File: config.mk
export PLATFORM = sky130hd
export DESIGN_NAME = vga_color_reducer
export DESIGN_NICKNAME = d
export VERILOG_FILES = /design/src/rtl/vga_pkg.sv /design/src/rtl/vga_chan_reduce.sv /design/src/rtl/vga_color_reducer.sv
export SDC_FILE = /design/constraint.sdc
export NUM_CORES = 1
export LEC_CHECK = 0
export ABC_AREA = 1
export CORE_ASPECT_RATIO = 0.9
export CORE_MARGIN = 2
export CORE_UTILIZATION = 30
export CTS_CLUSTER_SIZE = 8
export DETAILED_ROUTE_END_ITERATION = 8
export GPL_ROUTABILITY_DRIVEN = 0
export GPL_TIMING_DRIVEN = 0
export PLACE_DENSITY = 0.84
export SYNTH_ARGS = -nofsm -noshare
export SYNTH_HDL_FRONTEND = slang
export SYNTH_SLANG_ARGS = --single-unit
File: constraint.sdc
create_clock -name CLK -period 1.53 [get_ports CLK]
set_clock_uncertainty 0.1 [all_clocks]
set_input_delay 0.306 -clock CLK [delete_from_list [all_inputs] [get_ports CLK]]
set_output_delay 0.306 -clock CLK [all_outputs]
set_load 0.03 [all_outputs]
File: src/rtl/vga_pkg.sv
// vga_pkg: definitions shared by the VGA output path.
//   BAYER          4x4 ordered-dither threshold table, indexed [y][x]
//   bayer_thr()    table lookup by 2-bit row/column phase
//   DEFAULT_IN_W   default pixel-generator bits per channel
//   HSYNC_POL_DEF  default active level of hsync (active low)
//   VSYNC_POL_DEF  default active level of vsync (active low)
package vga_pkg;

  localparam int DEFAULT_IN_W = 8;

  localparam bit HSYNC_POL_DEF = 1'b0;
  localparam bit VSYNC_POL_DEF = 1'b0;

  localparam logic [3:0] BAYER [4][4] = '{
    '{4'd0,  4'd8,  4'd2,  4'd10},
    '{4'd12, 4'd4,  4'd14, 4'd6 },
    '{4'd3,  4'd11, 4'd1,  4'd9 },
    '{4'd15, 4'd7,  4'd13, 4'd5 }
  };

  function automatic logic [3:0] bayer_thr(input logic [1:0] y, input logic [1:0] x);
    return BAYER[y][x];
  endfunction

endpackage

File: src/rtl/vga_chan_reduce.sv
// vga_chan_reduce: combinational depth reduction of one colour channel.
// The 4-bit threshold is scaled to the weight of the dropped bits, added
// to the input, and the top OUT_W bits kept; carry-out saturates to all-ones.
// Ports:
//   pix_in   IN_W   input channel value
//   thr      4      ordered-dither threshold (0 disables dithering)
//   pix_out  OUT_W  reduced channel value
module vga_chan_reduce #(
  parameter int IN_W  = 8,
  parameter int OUT_W = 3
) (
  input  logic [IN_W-1:0]  pix_in,
  input  logic [3:0]       thr,
  output logic [OUT_W-1:0] pix_out
);

  localparam int D = IN_W - OUT_W;

  generate
    if (D == 0) begin : g_pass
      // Nothing dropped, so nothing to dither.
      logic unused_thr;
      assign unused_thr = ^thr;
      assign pix_out    = pix_in;
    end else begin : g_reduce
      logic [IN_W:0] off;
      logic [IN_W:0] sum;
      logic          unused_low;

      // Threshold spans 16 steps; align it to the 2^D range of dropped bits.
      if (D >= 4) begin : g_shl
        assign off = (IN_W+1)'(thr) << (D - 4);
      end else begin : g_shr
        assign off = (IN_W+1)'(thr >> (4 - D));
      end

      assign sum        = {1'b0, pix_in} + off;
      assign unused_low = ^sum[D-1:0];
      assign pix_out    = sum[IN_W] ? {OUT_W{1'b1}} : sum[IN_W-1:D];
    end
  endgenerate

endmodule

File: src/rtl/vga_color_reducer.sv
// vga_color_reducer: registered colour-depth reducer between the pixel
// generator and the DAC pins, with optional 4x4 ordered dithering.
// Build option: define VGA_REDUCE_DITHER_EN to enable dithering and the
// x/y phase counters; otherwise channels are plainly truncated.
// Ports:
//   CLK, nRESET              clock, asynchronous active-low reset
//   pix_en                   pixel-rate enable; all registers hold when 0
//   hsync_in/vsync_in/de_in  timing from the pixel generator
//   r_in/g_in/b_in           IN_W-bit colour
//   hsync_out/vsync_out/de_out  timing delayed one pix_en
//   red/green/blue           reduced colour, delayed one pix_en, 0 when blanked
module vga_color_reducer
  import vga_pkg::*;
#(
  parameter int IN_W      = DEFAULT_IN_W,
  parameter int R_W       = 3,
  parameter int G_W       = 3,
  parameter int B_W       = 2,
  parameter bit HSYNC_POL = HSYNC_POL_DEF,
  parameter bit VSYNC_POL = VSYNC_POL_DEF
) (
  input  logic            CLK,
  input  logic            nRESET,
  input  logic            pix_en,
  input  logic            hsync_in,
  input  logic            vsync_in,
  input  logic            de_in,
  input  logic [IN_W-1:0] r_in,
  input  logic [IN_W-1:0] g_in,
  input  logic [IN_W-1:0] b_in,
  output logic            hsync_out,
  output logic            vsync_out,
  output logic            de_out,
  output logic [R_W-1:0]  red,
  output logic [G_W-1:0]  green,
  output logic [B_W-1:0]  blue
);

  logic [3:0]     thr;
  logic [R_W-1:0] r_red;
  logic [G_W-1:0] g_red;
  logic [B_W-1:0] b_red;

`ifdef VGA_REDUCE_DITHER_EN
  logic [1:0] x_q;
  logic [1:0] y_q;
  logic       vs_edge;
  logic       de_fall;

  // The delayed outputs double as the previous-pixel history for edge
  // detection: vsync_out resets inactive and de_out resets to 0.
  assign vs_edge = (vsync_in == VSYNC_POL) && (vsync_out != VSYNC_POL);
  assign de_fall = de_out && !de_in;

  always_ff @(posedge CLK or negedge nRESET) begin
    if (!nRESET) begin
      x_q <= 2'd0;
      y_q <= 2'd0;
    end else if (pix_en) begin
      x_q <= de_in ? x_q + 2'd1 : 2'd0;
      // Frame start outranks the end-of-line step.
      if (vs_edge) begin
        y_q <= 2'd0;
      end else if (de_fall) begin
        y_q <= y_q + 2'd1;
      end
    end
  end

  assign thr = bayer_thr(y_q, x_q);
`else
  assign thr = 4'd0;
`endif

  vga_chan_reduce #(.IN_W(IN_W), .OUT_W(R_W)) u_red (
    .pix_in (r_in),
    .thr    (thr),
    .pix_out(r_red)
  );

  vga_chan_reduce #(.IN_W(IN_W), .OUT_W(G_W)) u_green (
    .pix_in (g_in),
    .thr    (thr),
    .pix_out(g_red)
  );

  vga_chan_reduce #(.IN_W(IN_W), .OUT_W(B_W)) u_blue (
    .pix_in (b_in),
    .thr    (thr),
    .pix_out(b_red)
  );

  always_ff @(posedge CLK or negedge nRESET) begin
    if (!nRESET) begin
      hsync_out <= ~HSYNC_POL;
      vsync_out <= ~VSYNC_POL;
      de_out    <= 1'b0;
      red       <= '0;
      green     <= '0;
      blue      <= '0;
    end else if (pix_en) begin
      hsync_out <= hsync_in;
      vsync_out <= vsync_in;
      de_out    <= de_in;
      // Blanking: the DAC must see black outside active video.
      red       <= de_in ? r_red : '0;
      green     <= de_in ? g_red : '0;
      blue      <= de_in ? b_red : '0;
    end
  end

endmodule

==> results.cfg <==
[logic_synthesis]
mappedNetlistArea_um2 = 449
ys_async_sr_fraction_pct = 100
synthesis.yosys.warnings = 0
synth_edf_count = 0
synth.area.top_cells = sky130_fd_sc_hd__dfrtp_1, sky130_fd_sc_hd__nand2_1, sky130_fd_sc_hd__dfstp_2
synth.ff_latch_count = 11
sequential_cell_area_fraction_in_the_yosys_report_pct = 61.8
synthFlopType = sky130_fd_sc_hd__dfrtp_1
syn-instance-count = 48
top_cell_type_s_share_of_synthesized_area_pct = 50.1
synth.distinct_cells = 6
post-synth-top-area-cell = sky130_fd_sc_hd__dfrtp_1
yosys-top-cells-count = sky130_fd_sc_hd__nand2_1, sky130_fd_sc_hd__dfrtp_1, sky130_fd_sc_hd__nand3_1, sky130_fd_sc_hd__buf_6, sky130_fd_sc_hd__dfstp_2
synth.avg_cell_area_um2 = 9.36
synth_nets = 78
yosysMostFrequentCell = sky130_fd_sc_hd__nand2_1

[setup_path]
cp_top_family = flip-flops
worstSetupPathType = flop to output port
timing.critical_path.depth = 1
timing.critical_path.to_type = output port
critical_path_peak_fanout = 2
critical_path.cell_chain = clkdlybuf4s15_2
worst-endpoint-arrival_ns = 1.07
slowest_stage = sky130_fd_sc_hd__dfstp_2
critPathLaunchType = flop
critical_path.max_stage_delay_ns = 0.53
worst_ep_required_time_ns = 1.12
critical_path_buf_inv_count = 1
worst_r2r_path_depth = 2

[clock_network]
worstSkewPairLatency_ns = 0.26
clk_pin_slew_ns = 0.06
depth_of_the_cts_h_tree = 1
cts.repair_timing.setup_buffer_count = 0
ctsRootBufferMaster = sky130_fd_sc_hd__clkbuf_4
num_cts_buffers = 3
tritoncts = yes
clk_path_buf_depth = 2
cts.hold.buffers_added = 0
tritoncts_num_sinks = 11

[routing]
detailedRoute.firstPassIterationCount = 3
antenna_left = 0
num_vias = 405
drc = 0
wl_per_cell_um = 10.3
detailed_router_s_first_iteration_violation_count = 3
totalWireLength_um = 925
viasPerCell = 4.50

[min_path]
hold_class = input pin to flop
worst_hold_path.num_cells = 3

[floorplan]
core_area_um2 = 1430
die_height_um = 40.7
die_area_um2 = 1820
count_of_standard_cell_rows = 13
effective_utilization_at_floorplan_pct = 31.4
top_level_ports = 41
dieWidth_um = 44.8

[cells_and_area]
final_nets = 106
flow.area_growth_from_synthesis_pct = 57.9
stdcell_count = 90
number_of_diodes_added_for_antenna_fixing = 0
drive_gt1_share_pct = 14.7

[timing]
final.min_clock_period_ns = 1.48
rsz_0062_raised_after_global_routing = no
post-route-period-util_pct = 96.7
maxClockFrequency_mhz = 676
totalNegativeSetupSlack_ns = 0
final_hold_viol_count = 0
timing_max_transition_violations_final = 0
timing.max_slew.rel_slack_pct = 68.2
worst_margin_slew_ns = 0.476
setup-violations-final = 0

[outcome]
status = finished clean

[grt]
total_congestion_overflow = 0
grt_pass1_wl_um = 1510
antenna_violations_before_repair = 0
grt_pass1_vias = 366
gr-usage-all-layers_pct = 12.6
maximum_number_of_pins_on_one_net_before_global_route_repair = 12

[power_and_ir_drop]
vdd_drop_max_mv = 0.473
p_per_area_nw_per_um2 = 948
cellLeakagePower_nw = 0.384

[placement]
placed_cells_incl_taps = 86
dp_hpwl_um = 727
portBuffers = 23

[job]
maxCapViolCount = 0
[power breakdown]
group	internal [mW]	switching, mW
Clock	0.101	0.0856
Combinational	0.0679	0.0904
Sequential	0.318	0.0105
[layout by cell type, fill, tap and decap left out, drive strengths merged]
| cell type | instances |
|---|---|
| buf | 4 |
| clkbuf | 4 |
| clkdlybuf4s15 | 1 |
| clkdlybuf4s50 | 12 |
| dfrtp | 9 |
| dfstp | 2 |
| dlygate4sd2 | 9 |
| inv | 1 |
| nand2 | 25 |
| nand3 | 8 |
[metal layers]
| layer | up-vias | track usage [%] | wire length [µm] |
|---|---|---|---|
| met3 | 0 | 7.93 | 83 |
| met1 | 186 | 11.7 | 335 |
| met5 | - | 0 | 0 |
| met4 | 0 | 2.21 | 0 |
| li1 | 205 | - | - |
| met2 | 14 | 24.3 | 506 |
[final cells by class]
type | instances | area, µm²
inverters | 1 | 3.75
plain buffers | 3 | 33.8
clock buffers | 4 | 26.3
flip-flops and latches | 11 | 278
fillers | 154 | 722
well taps | 15 | 18.8
repair buffers | 23 | 215
multi-input cells | 33 | 134
[sequential cells by signal, summed over array words and instances (netlist names)]
register   cells
blue           2
de_out         1
green          3
hsync_out      1
red            3
vsync_out      1
[repair_timing]
action                     4_1_cts  5_1_grt
pin swaps                        0        0
setup endpoints to repair       11        1
hold endpoints to repair         0        0
gates resized for setup         15        2
[stage by stage]
step / power, mW / util [%] / cell area [µm²] / hold WS [ns] / setup slack, ns
after floorplan: 0.419 / - / 449 / -0.0896 / 0.527
after global placement: 0.508 / 48.8 / 698 / 0.348 / -0.0426
after detailed placement: 0.512 / 48.8 / 698 / 0.355 / -0.0405
after CTS: 0.689 / 50.0 / 716 / 0.183 / 0.0354
after global routing: 0.724 / 49.6 / 709 / 0.177 / 0.00116
final: 0.673 / 49.6 / 709 / 0.188 / 0.0507
[final timing paths]
| path | startpoint | end | slack, ns |
|---|---|---|---|
| max | vsync_out$_DFFE_PN1P_ | vsync_out | 0.05 |
| min | de_in | de_out$_DFFE_PN0P_ | 0.19 |
| max reg2reg | vsync_out$_DFFE_PN1P_ | vsync_out$_DFFE_PN1P_ | 0.74 |
| min reg2reg | hsync_out$_DFFE_PN1P_ | hsync_out$_DFFE_PN1P_ | 0.36 |
| max in group asynchronous | nRESET | hsync_out$_DFFE_PN1P_ | 0.71 |
| min in group asynchronous | nRESET | blue[1]$_DFFE_PN0P_ | 0.27 |
[logic make-up after synthesis]
| kind of cell | share of synthesized area, % |
|---|---|
| buffers and inverters | 8.36 |
| DFF | 61.8 |
| and+or+nand+nor | 29.8 |
No activity file was read; power rests on OpenSTA's default activity.
